==> src/rtl/hsv_blob_pkg.sv <==
// Shared types, default widths and the HSV window match used by the blob tracker.
package hsv_blob_pkg;

    typedef enum logic [2:0] {
        ACCUM,
        CHECK,
        DIV_X,
        DIV_Y,
        REPORT
    } blob_state_e;

    localparam int X_WIDTH_DEF = 10;
    localparam int Y_WIDTH_DEF = 10;
    localparam int CNT_W_DEF   = X_WIDTH_DEF + Y_WIDTH_DEF;
    localparam int DIV_W_DEF   = CNT_W_DEF + ((X_WIDTH_DEF > Y_WIDTH_DEF) ? X_WIDTH_DEF : Y_WIDTH_DEF);

    // A window with h_lo > h_hi wraps through red (255 -> 0).
    function automatic logic hsv_match(
        input logic [7:0] h,
        input logic [7:0] s,
        input logic [7:0] v,
        input logic [7:0] h_lo,
        input logic [7:0] h_hi,
        input logic [7:0] s_min,
        input logic [7:0] v_min
    );
        logic hue_ok;
        if (h_lo <= h_hi) hue_ok = (h >= h_lo) && (h <= h_hi);
        else              hue_ok = (h >= h_lo) || (h <= h_hi);
        return hue_ok && (s >= s_min) && (v >= v_min);
    endfunction

endpackage

==> src/rtl/seq_divider.sv <==
// Unsigned restoring divider, one quotient bit per cycle; done pulses W+1 cycles after start.
module seq_divider #(
    parameter int W = 30
) (
    input  logic         clock,
    input  logic         reset,
    input  logic         start,
    input  logic [W-1:0] dividend,
    input  logic [W-1:0] divisor,
    output logic [W-1:0] quotient,
    output logic         done
);

    localparam int CW = $clog2(W + 1);

    logic [W-1:0]  rem_q, quo_q, dvs_q;
    logic [CW-1:0] cnt_q;
    logic          run_q, done_q;
    logic [W:0]    shifted, diff;

    // diff[W] set means the trial subtraction borrowed, so the remainder is restored.
    assign shifted = {rem_q, quo_q[W-1]};
    assign diff    = shifted - {1'b0, dvs_q};

    always_ff @(posedge clock) begin
        if (!reset) begin
            rem_q  <= '0;
            quo_q  <= '0;
            dvs_q  <= '0;
            cnt_q  <= '0;
            run_q  <= 1'b0;
            done_q <= 1'b0;
        end else begin
            done_q <= 1'b0;
            if (start) begin
                rem_q <= '0;
                quo_q <= dividend;
                dvs_q <= divisor;
                cnt_q <= CW'(W);
                run_q <= 1'b1;
            end else if (run_q) begin
                rem_q <= diff[W] ? shifted[W-1:0] : diff[W-1:0];
                quo_q <= {quo_q[W-2:0], ~diff[W]};
                cnt_q <= cnt_q - 1'b1;
                if (cnt_q == CW'(1)) begin
                    run_q  <= 1'b0;
                    done_q <= 1'b1;
                end
            end
        end
    end

    assign quotient = quo_q;
    assign done     = done_q;

endmodule

==> src/rtl/hsv_blob_tracker.sv <==
// Per-frame HSV blob tracker: accumulates matching pixels, divides sums for the centroid.
// Optional bounding box tracking is enabled with `define HSV_BLOB_BBOX_EN.
module hsv_blob_tracker
    import hsv_blob_pkg::*;
#(
    parameter int X_WIDTH = X_WIDTH_DEF,
    parameter int Y_WIDTH = Y_WIDTH_DEF,
    parameter int CNT_W   = X_WIDTH + Y_WIDTH,
    parameter int DIV_W   = CNT_W + ((X_WIDTH > Y_WIDTH) ? X_WIDTH : Y_WIDTH)
) (
    input  logic               clock,
    input  logic               reset,
    input  logic               pix_valid,
    input  logic [7:0]         h,
    input  logic [7:0]         s,
    input  logic [7:0]         v,
    input  logic [X_WIDTH-1:0] x,
    input  logic [Y_WIDTH-1:0] y,
    input  logic               frame_end,
    input  logic [7:0]         h_lo,
    input  logic [7:0]         h_hi,
    input  logic [7:0]         s_min,
    input  logic [7:0]         v_min,
    input  logic [CNT_W-1:0]   min_count,
    output logic [X_WIDTH-1:0] cx,
    output logic [Y_WIDTH-1:0] cy,
    output logic [CNT_W-1:0]   count,
    output logic               found,
    output logic               result_valid,
    output logic               busy,
    output logic               overrun,
    output logic [X_WIDTH-1:0] bx_min,
    output logic [X_WIDTH-1:0] bx_max,
    output logic [Y_WIDTH-1:0] by_min,
    output logic [Y_WIDTH-1:0] by_max
);

    blob_state_e        state_q, state_d;
    logic [CNT_W-1:0]   acc_cnt_q, snap_cnt_q, cnt_sum, count_q;
    logic [DIV_W-1:0]   acc_sx_q, acc_sy_q, snap_sx_q, snap_sy_q, sx_sum, sy_sum;
    logic [X_WIDTH-1:0] cx_q, qx_q;
    logic [Y_WIDTH-1:0] cy_q;
    logic               found_q, overrun_q;
    logic               pix_hit, busy_w, skip_w;
    logic               div_start, div_done;
    logic [DIV_W-1:0]   div_dividend, div_divisor, div_quotient;
    logic               unused_quo;

    assign pix_hit      = pix_valid && hsv_match(h, s, v, h_lo, h_hi, s_min, v_min);
    assign busy_w       = (state_q != ACCUM);
    assign skip_w       = (snap_cnt_q == '0) || (snap_cnt_q < min_count);
    assign div_dividend = (state_q == CHECK) ? snap_sx_q : snap_sy_q;
    assign div_divisor  = DIV_W'(snap_cnt_q);
    assign unused_quo   = ^div_quotient;

    always_comb begin
        cnt_sum = acc_cnt_q;
        sx_sum  = acc_sx_q;
        sy_sum  = acc_sy_q;
        if (pix_hit) begin
            cnt_sum = acc_cnt_q + CNT_W'(1);
            sx_sum  = acc_sx_q + DIV_W'(x);
            sy_sum  = acc_sy_q + DIV_W'(y);
        end
    end

    always_ff @(posedge clock) begin
        if (!reset) state_q <= ACCUM;
        else        state_q <= state_d;
    end

    // The shared divider handles x first, then is restarted for y on the x done pulse.
    always_comb begin
        state_d   = state_q;
        div_start = 1'b0;
        case (state_q)
            ACCUM:  if (frame_end) state_d = CHECK;
            CHECK: begin
                if (skip_w) begin
                    state_d = REPORT;
                end else begin
                    div_start = 1'b1;
                    state_d   = DIV_X;
                end
            end
            DIV_X: begin
                if (div_done) begin
                    div_start = 1'b1;
                    state_d   = DIV_Y;
                end
            end
            DIV_Y:  if (div_done) state_d = REPORT;
            REPORT: state_d = ACCUM;
            default: state_d = ACCUM;
        endcase
    end

    seq_divider #(.W(DIV_W)) u_div (
        .clock    (clock),
        .reset    (reset),
        .start    (div_start),
        .dividend (div_dividend),
        .divisor  (div_divisor),
        .quotient (div_quotient),
        .done     (div_done)
    );

    always_ff @(posedge clock) begin
        if (!reset) begin
            acc_cnt_q  <= '0;
            acc_sx_q   <= '0;
            acc_sy_q   <= '0;
            snap_cnt_q <= '0;
            snap_sx_q  <= '0;
            snap_sy_q  <= '0;
            qx_q       <= '0;
            cx_q       <= '0;
            cy_q       <= '0;
            count_q    <= '0;
            found_q    <= 1'b0;
            overrun_q  <= 1'b0;
        end else begin
            // The pixel arriving with frame_end is folded into the closing snapshot.
            if (frame_end) begin
                acc_cnt_q <= '0;
                acc_sx_q  <= '0;
                acc_sy_q  <= '0;
                if (!busy_w) begin
                    snap_cnt_q <= cnt_sum;
                    snap_sx_q  <= sx_sum;
                    snap_sy_q  <= sy_sum;
                end else begin
                    overrun_q <= 1'b1;
                end
            end else begin
                acc_cnt_q <= cnt_sum;
                acc_sx_q  <= sx_sum;
                acc_sy_q  <= sy_sum;
            end

            if (state_q == DIV_X && div_done) qx_q <= div_quotient[X_WIDTH-1:0];

            if (state_q == CHECK && skip_w) begin
                cx_q    <= '0;
                cy_q    <= '0;
                count_q <= snap_cnt_q;
                found_q <= 1'b0;
            end else if (state_q == DIV_Y && div_done) begin
                cx_q    <= qx_q;
                cy_q    <= div_quotient[Y_WIDTH-1:0];
                count_q <= snap_cnt_q;
                found_q <= 1'b1;
            end
        end
    end

    assign cx           = cx_q;
    assign cy           = cy_q;
    assign count        = count_q;
    assign found        = found_q;
    assign overrun      = overrun_q;
    assign busy         = busy_w;
    assign result_valid = (state_q == REPORT);

`ifdef HSV_BLOB_BBOX_EN
    logic [X_WIDTH-1:0] acc_xmin_q, acc_xmax_q, snap_xmin_q, snap_xmax_q, bx_min_q, bx_max_q;
    logic [X_WIDTH-1:0] xmin_upd, xmax_upd;
    logic [Y_WIDTH-1:0] acc_ymin_q, acc_ymax_q, snap_ymin_q, snap_ymax_q, by_min_q, by_max_q;
    logic [Y_WIDTH-1:0] ymin_upd, ymax_upd;

    // An empty accumulator takes the first matching pixel as both min and max.
    always_comb begin
        xmin_upd = acc_xmin_q;
        xmax_upd = acc_xmax_q;
        ymin_upd = acc_ymin_q;
        ymax_upd = acc_ymax_q;
        if (pix_hit) begin
            if (acc_cnt_q == '0 || x < acc_xmin_q) xmin_upd = x;
            if (acc_cnt_q == '0 || x > acc_xmax_q) xmax_upd = x;
            if (acc_cnt_q == '0 || y < acc_ymin_q) ymin_upd = y;
            if (acc_cnt_q == '0 || y > acc_ymax_q) ymax_upd = y;
        end
    end

    always_ff @(posedge clock) begin
        if (!reset) begin
            acc_xmin_q  <= '0;
            acc_xmax_q  <= '0;
            acc_ymin_q  <= '0;
            acc_ymax_q  <= '0;
            snap_xmin_q <= '0;
            snap_xmax_q <= '0;
            snap_ymin_q <= '0;
            snap_ymax_q <= '0;
            bx_min_q    <= '0;
            bx_max_q    <= '0;
            by_min_q    <= '0;
            by_max_q    <= '0;
        end else begin
            if (frame_end) begin
                acc_xmin_q <= '0;
                acc_xmax_q <= '0;
                acc_ymin_q <= '0;
                acc_ymax_q <= '0;
                if (!busy_w) begin
                    snap_xmin_q <= xmin_upd;
                    snap_xmax_q <= xmax_upd;
                    snap_ymin_q <= ymin_upd;
                    snap_ymax_q <= ymax_upd;
                end
            end else begin
                acc_xmin_q <= xmin_upd;
                acc_xmax_q <= xmax_upd;
                acc_ymin_q <= ymin_upd;
                acc_ymax_q <= ymax_upd;
            end

            if (state_q == CHECK && skip_w) begin
                bx_min_q <= '0;
                bx_max_q <= '0;
                by_min_q <= '0;
                by_max_q <= '0;
            end else if (state_q == DIV_Y && div_done) begin
                bx_min_q <= snap_xmin_q;
                bx_max_q <= snap_xmax_q;
                by_min_q <= snap_ymin_q;
                by_max_q <= snap_ymax_q;
            end
        end
    end

    assign bx_min = bx_min_q;
    assign bx_max = bx_max_q;
    assign by_min = by_min_q;
    assign by_max = by_max_q;
`else
    assign bx_min = '0;
    assign bx_max = '0;
    assign by_min = '0;
    assign by_max = '0;
`endif

endmodule

==> config.mk <==
export PLATFORM = sky130hd
export DESIGN_NAME = hsv_blob_tracker
export DESIGN_NICKNAME = d
export VERILOG_FILES = /design/src/rtl/hsv_blob_pkg.sv /design/src/rtl/seq_divider.sv /design/src/rtl/hsv_blob_tracker.sv
export SDC_FILE = /design/constraint.sdc
export NUM_CORES = 1
export LEC_CHECK = 0
export BUFFER_PORTS_ARGS = -buffer_cell sky130_fd_sc_hd__buf_2
export CAP_MARGIN = 20
export CORE_MARGIN = 1.5
export CORE_UTILIZATION = 30
export DETAILED_ROUTE_END_ITERATION = 12
export GPL_TIMING_DRIVEN = 0
export PLACE_DENSITY = 0.51
export SLEW_MARGIN = 5
export SYNTH_ARGS = -nofsm -noshare
export SYNTH_HDL_FRONTEND = slang
export SYNTH_HIERARCHICAL = 1
export SYNTH_SLANG_ARGS = --single-unit
==> constraint.sdc <==
create_clock -name clock -period 4.4 [get_ports clock]
set_input_delay 0.88 -clock clock [delete_from_list [all_inputs] [get_ports clock]]
set_output_delay 0.88 -clock clock [all_outputs]
set_load 0.01 [all_outputs]
==> impl_metrics.toml, run 1 <==
[pwr]
leakagePower_nw = 8.67
fin_total_pwr_mw = 7.71
vdd.ir_drop.worst_uv = 239
p_per_area_nw_per_um2 = 377

[clocking]
clock_path_buffers = 3
clk_pin_slew_ns = 0.06
cts_hold_buf = 0
cts-root-buf = "clkbuf_16"
htreeDepth = 2
tritoncts = "yes"
cts-resized-gates = 0
cts_buffers = 38
clock_latency_ns = 0.57
cts_setup_buffers = 0
cts.sinks = 312

[synth]
ys_seq_area_share_pct = 36.0
synth_edf_count = 0
async_reset_ff_share_pct = 0
yosysTopAreaCell = "dfxtp_1"
ys_ff_latch = 312
syn-cell-area_um2 = 17300
netlist_instances = 2033
yosysWarnings = 6
synth.avg_cell_area_um2 = 8.53
synth_ff_type = "dfxtp_1"
yosysTopAreaCellShare_pct = 36.0
synth_top_cells_by_area = "dfxtp_1 36%, ha_1 8.1%, mux2i_1 6.1%, nand2_1 4.7%, a21oi_1 4.6%"
yosysUniqueCellTypes = 84

[cells_and_area]
layout.nets = 2481
drive_gt1_share_pct = 14.0
syn2layout_area_growth_pct = 18.0
finish.utilization_pct = 36.1
final_cell_mix = "312 x dfxtp_1, 217 x nand2_1, 160 x a21oi_1, 148 x buf_2, 146 x o21ai_0"
final_common_cell = "dfxtp_1"
fin_area_um2 = 20500
diodes = 0

[die]
coreArea_um2 = 56700
start_util_pct = 30.6
die_w_um = 243
die_area_um2 = 59300
die_h_um = 243
ios = 184
fp-row-count = 87

[timing]
rsz0062_at_grt = "no"
worst_pin_slew_ns = 1.04
relSlewSlack_pct = 30.1
fin_tns_setup_ns = 0
period_share_pct = 85.3
min_period_ns = 3.75
skew_ns = 0.0233
hold_viol_final = 0
slew_violations = 0
setup_viol = 0
max_freq_mhz = 266
layout_setup_ws_ns = 0.647

[status]
status = "finished, final reports clean"

[routing]
first_iter_violations = 893
first_pass_iters = 5
antenna_left = 0
avgViaCountPerCell = 4.98
drc_errors = 0
routedWlPerCell_um = 16.7
num_vias = 15182
wirelength_um = 50900

[global_routing]
first_global_vias = 14963
grt_pass1_wl_um = 80400
antenna_found_initial = 0
gr-total-overflow = 0
grtUsageTotal_pct = 16.8
grt_max_degree = 13

[worst_setup_path]
crit_type = "flop to flop"
cp_max_fo = 10
max_stage_delay_ns = 0.47
crit_chain = "ha_1 > a21o_1 > a21o_1 > a221oi_1 > o21ai_0 > a211o_1 > nand2_1 > o21ai_0 > clkbuf_1 > nor2b_1 > clkbuf_1 > clkbuf_1 > o21ai_0 > a31oi_1"
slowest_stage = "dfxtp_1"
end_kind = "flop"
required_ns = 4.88
arrival_ns = 4.23
start_kind = "flop"

[placed_design]
hpwl_um = 39300
portBuffers = 143
post-place-ws_ns = 0.0808
place_area_um2 = 19200
place.gp.congestion = 0.859

[run]
max_cap_viol_count = 0

[worst_hold_path]
hold_class = "flop to flop"
report_power, final:
part / internal [mW] / leakage, nW / switching (mW)
clock network: 1.90 / 0.635 / 1.31
logic: 0.568 / 5.50 / 0.919
registers: 2.92 / 2.53 / 0.0902
final timing paths:
check | start | to | slack (ns) | depth (start not counted)
max | snap_cnt_q[5]$_SDFFE_PN0P_ | u_div/rem_q[17]$_SDFFE_PP0P_ | 0.65 | 14
min | cy[8]$_SDFFE_PP0P_ | cy[8]$_SDFFE_PP0P_ | 0.45 | 2
max reg2reg | snap_cnt_q[5]$_SDFFE_PN0P_ | u_div/rem_q[17]$_SDFFE_PP0P_ | 0.65 | 14
min reg2reg | cy[8]$_SDFFE_PP0P_ | cy[8]$_SDFFE_PP0P_ | 0.45 | 2
synth_stat cells, types with 5 or more instances:
cell	instances
nand2b_1	8
o22ai_1	5
nor4_1	15
a211oi_1	17
o21ai_0	146
dfxtp_1	312
nand4_1	48
buf_4	42
nor2b_1	37
a21boi_0	8
or3_1	17
nand3_1	35
a21oi_1	160
or4_1	11
o2111ai_1	7
and4_1	15
o31ai_1	19
o211ai_1	8
inv_1	103
nor2_1	116
buf_1	8
buf_6	5
and2_1	10
nand4b_1	10
xnor2_1	38
xor2_1	36
nand2_1	217
nor3_1	19
and3_1	20
a31oi_1	46
mux2_2	30
o21bai_1	6
ha_1	112
clkbuf_1	94
mux2i_1	105
o211a_1	29
a21o_1	33
or2_2	5
o21a_1	14
state kept, by name, indices dropped and copies added, names as in the netlist, 20 cells and up:
signal / flops
snap_sx_q: 30
acc_cnt_q: 20
count: 20
u_div/rem_q: 30
u_div/dvs_q: 30
acc_sy_q: 30
snap_cnt_q: 20
snap_sy_q: 30
acc_sx_q: 30
u_div/quotient: 30
stage by stage:
| stage | cells | hold slack, ns |
|---|---|---|
| global placement | 2981 | 0.443 |
| finish | 3049 | 0.455 |
| global route | 3049 | 0.470 |
| detailed placement | 2981 | 0.447 |
| floorplan | 2082 | 0.432 |
| CTS | 3048 | 0.455 |
area by class of cell:
| cell class | instances | area [um^2] |
|---|---|---|
| multi-input cells | 1512 | 10100 |
| inverters | 105 | 394 |
| clock buffers | 48 | 1060 |
| plain buffers | 153 | 774 |
| repair buffers | 144 | 721 |
| well taps | 756 | 946 |
| fillers | 5829 | 36200 |
| clock inverters | 19 | 220 |
| flip-flops and latches | 312 | 6250 |
worst max-delay path, delay by kind of cell (launching register included):
kind	cells	cell delay [ns]
buffers and inverters	3	0.98
adders and majority gates	1	0.30
AOI/OAI and AO/OA	8	1.65
DFF	1	0.47
and+or+nand+nor	2	0.25
kinds of logic after synthesis:
logic type	count (synthesis)	share of synthesized area, %
AO/OA/AOI/OAI	533	19.4
flip-flops	312	36.0
multiplexers	135	8.01
other	1	0.0216
adder cells (fa/ha/maj)	116	8.51
buffers and inverters	258	6.74
AND/OR/NAND/NOR	602	17.4
XOR/XNOR	76	3.93
metal layers:
metal / vias up / global-route usage, % / routed length, um
li1: 7665 / - / -
met1: 7163 / 21.7 / 23400
met2: 290 / 29.1 / 24500
met3: 64 / 2.18 / 1930
met4: 0 / 4.88 / 1080
met5: - / 0 / 0
No activity file was read; power rests on OpenSTA's default activity.
==> run 2: changes to the inputs <==
- PLACE_DENSITY: 0.51 -> 0.53
==> run 2 against run 1 <==
  * Clock-buffer cell count is 5 higher
  * Cell area hardly changed
  * Sequential share of layout area hardly changed
  * Critical path type is now input pin to flop
==> impl_metrics.toml, run 2 (same netlist as run 1, synthesis figures left out) <==
[die]
coreArea_um2 = 56700
start_util_pct = 30.6
die_h_um = 243
die_w_um = 243
fp-row-count = 87
die_area_um2 = 59300
ios = 184

[clocking]
cts_buffers = 38
clock_path_buffers = 3
cts_setup_buffers = 0
tritoncts = "yes"
cts.sinks = 312
clk_pin_slew_ns = 0.06
clock_latency_ns = 0.56
cts_hold_buf = 0
cts-resized-gates = 0
cts-root-buf = "clkbuf_16"
htreeDepth = 2

[cells_and_area]
diodes = 0
final_common_cell = "dfxtp_1"
layout.nets = 2480
drive_gt1_share_pct = 13.7
syn2layout_area_growth_pct = 18.0
final_cell_mix = "312 x dfxtp_1, 217 x nand2_1, 160 x a21oi_1, 147 x buf_2, 146 x o21ai_0"
instances_no_fill = 3049

[timing]
setup_viol = 0
worst_pin_slew_ns = 0.968
skew_ns = 0.0245
period_share_pct = 84.8
relSlewSlack_pct = 34.9
hold_viol_final = 0
max_freq_mhz = 268
min_period_ns = 3.73
fin_tns_setup_ns = 0
slew_violations = 0
rsz0062_at_grt = "no"

[worst_setup_path]
end_kind = "flop"
arrival_ns = 4.20
required_ns = 4.87
start_kind = "input pin"
crit_type = "input pin to flop"
cp_max_fo = 10

[global_routing]
grt_max_degree = 14
use_met1_pct = 20.9
grt_use_met2_pct = 29.1
first_global_vias = 15082
gr-total-overflow = 0
antenna_found_initial = 1
grtUsageTotal_pct = 16.8
grt_pass1_wl_um = 80200
busiest_layer = "met2"
met3_usage_pct = 2.09

[routing]
wirelength_um = 50700
num_vias = 15324
first_pass_iters = 7
drc_errors = 0
first_iter_violations = 876
avgViaCountPerCell = 5.03
routedWlPerCell_um = 16.6
antenna_left = 0

[pwr]
vdd.ir_drop.worst_uv = 229
p_per_area_nw_per_um2 = 377
leakagePower_nw = 8.65
fin_total_pwr_mw = 7.71

[worst_hold_path]
hold_class = "flop to flop"

[run]
max_cap_viol_count = 0

[placed_design]
portBuffers = 143
dp.cells = 2981
hpwl_um = 39300
place.gp.congestion = 0.841

[status]
status = "finished, final reports clean"
-- run 2: final timing paths --
kind                            cells past startpoint                       start  slack [ns]                      endpoint
worst max register to register                     14  snap_cnt_q[5]$_SDFFE_PN0P_        0.67  u_div/rem_q[22]$_SDFFE_PP0P_
worst max-delay path                               16                min_count[5]        0.67  u_div/rem_q[22]$_SDFFE_PP0P_
worst min-delay path                                2        qx_q[9]$_SDFFE_PN0P_        0.46          qx_q[9]$_SDFFE_PN0P_
worst min register to register                      2        qx_q[9]$_SDFFE_PN0P_        0.46          qx_q[9]$_SDFFE_PN0P_
-- run 2: cell type report --
class,instances,area (um^2)
Inverter,105,394
Sequential cell,312,6250
Timing Repair Buffer,143,716
Clock buffer,53,1070
Multi-Input combinational cell,1512,10100
Fill cell,5842,36300
Buffer,153,774
Clock inverter,15,203
Tap cell,756,946
-- run 2: worst max-delay path, stage by stage --
cell	delay, ns
buf_2	0.08
inv_1	0.05
ha_1	0.30
a21o_1	0.16
a21o_1	0.17
a221oi_1	0.30
o21ai_0	0.18
a211o_1	0.40
nand2_1	0.09
o21ai_0	0.08
clkbuf_1	0.27
nor2b_1	0.16
clkbuf_1	0.28
clkbuf_1	0.47
o21ai_0	0.18
a31oi_1	0.17
-- run 2: routing by layer --
| metal | part of all wire [%] | routed length [um] | vias to the layer above |
|---|---|---|---|
| met5 | 0 | 0 | - |
| met4 | 3.3 | 1660 | 0 |
| met3 | 3.4 | 1700 | 83 |
| met2 | 48 | 24400 | 278 |
| met1 | 45 | 22900 | 7300 |
| li1 | - | - | 7663 |
-- run 2: per-stage QoR --
stage / util (%) / area (um^2) / setup slack (ns) / hold WS (ns)
3_3_place_gp: 33.8 / 19200 / 0.163 / 0.447
2_1_floorplan: - / 17500 / 0.957 / 0.432
4_1_cts: 36.1 / 20500 / 0.684 / 0.459
6_report: 36.1 / 20500 / 0.667 / 0.456
5_1_grt: 36.1 / 20500 / 0.331 / 0.479
3_5_place_dp: 33.8 / 19200 / 0.136 / 0.452
-- run 2: report_power, final --
group | internal [mW] | switching, mW | leakage, nW | total [mW]
clock network | 1.94 | 1.28 | 0.618 | 3.22
registers | 2.92 | 0.0909 | 2.53 | 3.02
logic | 0.568 | 0.908 | 5.50 | 1.48
==> run 3: changes to the inputs <==
- PLACE_DENSITY: 0.53 -> 0.55
- clock period: 4.4 -> 3.25 ns (I/O delays scaled with it)
==> run 3 against run 2 <==
  * Clock skew is essentially flat
  * Non-clock buffer count rose by 10
  * Routed wire length is 0.65% lower
  * Largest cell class unchanged
  * Clock power rose by 26%
==> impl_metrics.toml, run 3 (same netlist as run 1, synthesis figures left out) <==
[global_routing]
antenna_found_initial = 1
grtUsageTotal_pct = 16.6
grt_pass1_wl_um = 80000
first_global_vias = 15073
grt_max_degree = 13
gr-total-overflow = 0

[cells_and_area]
diodes = 0
syn2layout_area_growth_pct = 18.5
layout.nets = 2488
finish.utilization_pct = 36.2
final_common_cell = "dfxtp_1"
final_cell_mix = "308 x dfxtp_1, 217 x nand2_1, 160 x a21oi_1, 147 x buf_2, 143 x o21ai_0"
instances_no_fill = 3051
drive_gt1_share_pct = 14.8

[worst_setup_path]
end_kind = "flop"
required_ns = 3.69
start_kind = "flop"
crit_type = "flop to flop"
arrival_ns = 3.60
cp_max_fo = 7

[timing]
hold_viol_final = 0
relSlewSlack_pct = 34.4
max_freq_mhz = 316
fin_tns_setup_ns = 0
setup_viol = 0
period_share_pct = 97.2
layout_setup_ws_ns = 0.0901
min_period_ns = 3.16
worst_pin_slew_ns = 0.976
slew_violations = 0
skew_ns = 0.0240

[clocking]
clock_path_buffers = 3
clock_latency_ns = 0.54
htreeDepth = 2
cts.sinks = 312
clk_pin_slew_ns = 0.06
cts_buffers = 36
tritoncts = "yes"
cts-root-buf = "clkbuf_16"
cts_hold_buf = 0

[routing]
met1_length_um = 23000
routedWlPerCell_um = 16.5
wirelength_um = 50300
wl_met3_um = 1460
num_vias = 15293
top_layer_used = "met4"
antenna_left = 0
drc_errors = 0
first_pass_iters = 5
first_iter_violations = 978
avgViaCountPerCell = 5.01
wl_met2_um = 24500

[run]
max_cap_viol_count = 0

[placed_design]
hpwl_um = 38800
portBuffers = 143
dp.cells = 2981
place.gp.congestion = 0.851
post-place-ws_ns = -0.790

[die]
coreArea_um2 = 56700
ios = 184
start_util_pct = 30.6
die_w_um = 243
fp-row-count = 87
die_h_um = 243
die_area_um2 = 59300

[pwr]
fin_total_pwr_mw = 10.3
swShare_pct = 29.7
seqPwrFrac_pct = 39.7
vdd.ir_drop.worst_uv = 315
p_per_area_nw_per_um2 = 501
combPwrFrac_pct = 21.0
p_int_mw = 7.24
leakagePower_nw = 8.69
switchingPower_mw = 3.05
clkPwrFrac_pct = 39.4

[status]
status = "finished, final reports clean"

[worst_hold_path]
hold_class = "input pin to flop"
run 3: changes by cell type in the layout (fill, tap and decap cells not counted), moves of 3 or more:
cell / delta
buf_4: +11
o21ai_1: +3
clkbuf_4: +4
o21ai_0: -3
clkbuf_1: -13
clkbuf_2: +7
dfxtp_1: -4
run 3: layout make-up:
class / count / area (um^2)
buffer: 153 / 812
clock buffer: 52 / 1050
clock inverter: 8 / 106
fill: 5737 / 36200
inverter: 105 / 397
multi-input combinational: 1512 / 10200
sequential: 312 / 6260
tap: 756 / 946
timing repair buffer: 153 / 788
run 3: per-stage QoR:
stage	hold WS [ns]	cell area, um^2
floorplan	0.432	17500
global placement	0.447	19200
detailed placement	0.446	19200
CTS	0.414	20500
global route	0.444	20500
finish	0.434	20500
run 3: final timing paths:
kind                                                      start                     endpoint  slack [ns]  cells after the start
worst max-delay path            u_div/quotient[29]$_SDFFE_PN0P_  u_div/rem_q[1]$_SDFFE_PP0P_        0.09                     12
worst min register to register             qx_q[4]$_SDFFE_PN0P_           cx[4]$_SDFFE_PP0P_        0.45                      2
worst min-delay path                                  frame_end         overrun$_SDFFE_PN0P_        0.43                      3
worst max register to register  u_div/quotient[29]$_SDFFE_PN0P_  u_div/rem_q[1]$_SDFFE_PP0P_        0.09                     12
run 3: what timing repair did:
item / in CTS / in global routing
buffers inserted: 4 / 4
gates resized for setup: 25 / 29
cloned: 1 / 0
hold endpoints to repair: 0 / 0
setup endpoints to repair: 95 / 112
pin swaps: 5 / 6
run 3: power by group through the flow:
stage	Clock, mW	Sequential, mW	Combinational [mW]
floorplan	0	4.11	1.43
global placement	0	4.16	1.96
detailed placement	0	4.16	1.98
CTS	4.14	4.08	2.09
global route	4.26	4.09	2.36
finish	4.05	4.08	2.16
run 3: routing by layer:
metal / vias up / global-route usage, %
met5: - / 0
met3: 82 / 1.58
met1: 7229 / 21.1
met4: 0 / 5.55
li1: 7674 / -
met2: 308 / 29.2
run 3: worst max-delay path: stages, from the launching register on:
cell       delay, ns
dfxtp_2         0.33
inv_1           0.06
ha_2            0.20
fa_2            0.35
and2b_2         0.26
o2111ai_4       0.14
a211oi_4        0.35
nor3_4          0.10
o31ai_4         0.32
a21oi_4         0.16
xor2_4          0.21
or4_1           0.49
o211ai_1        0.10
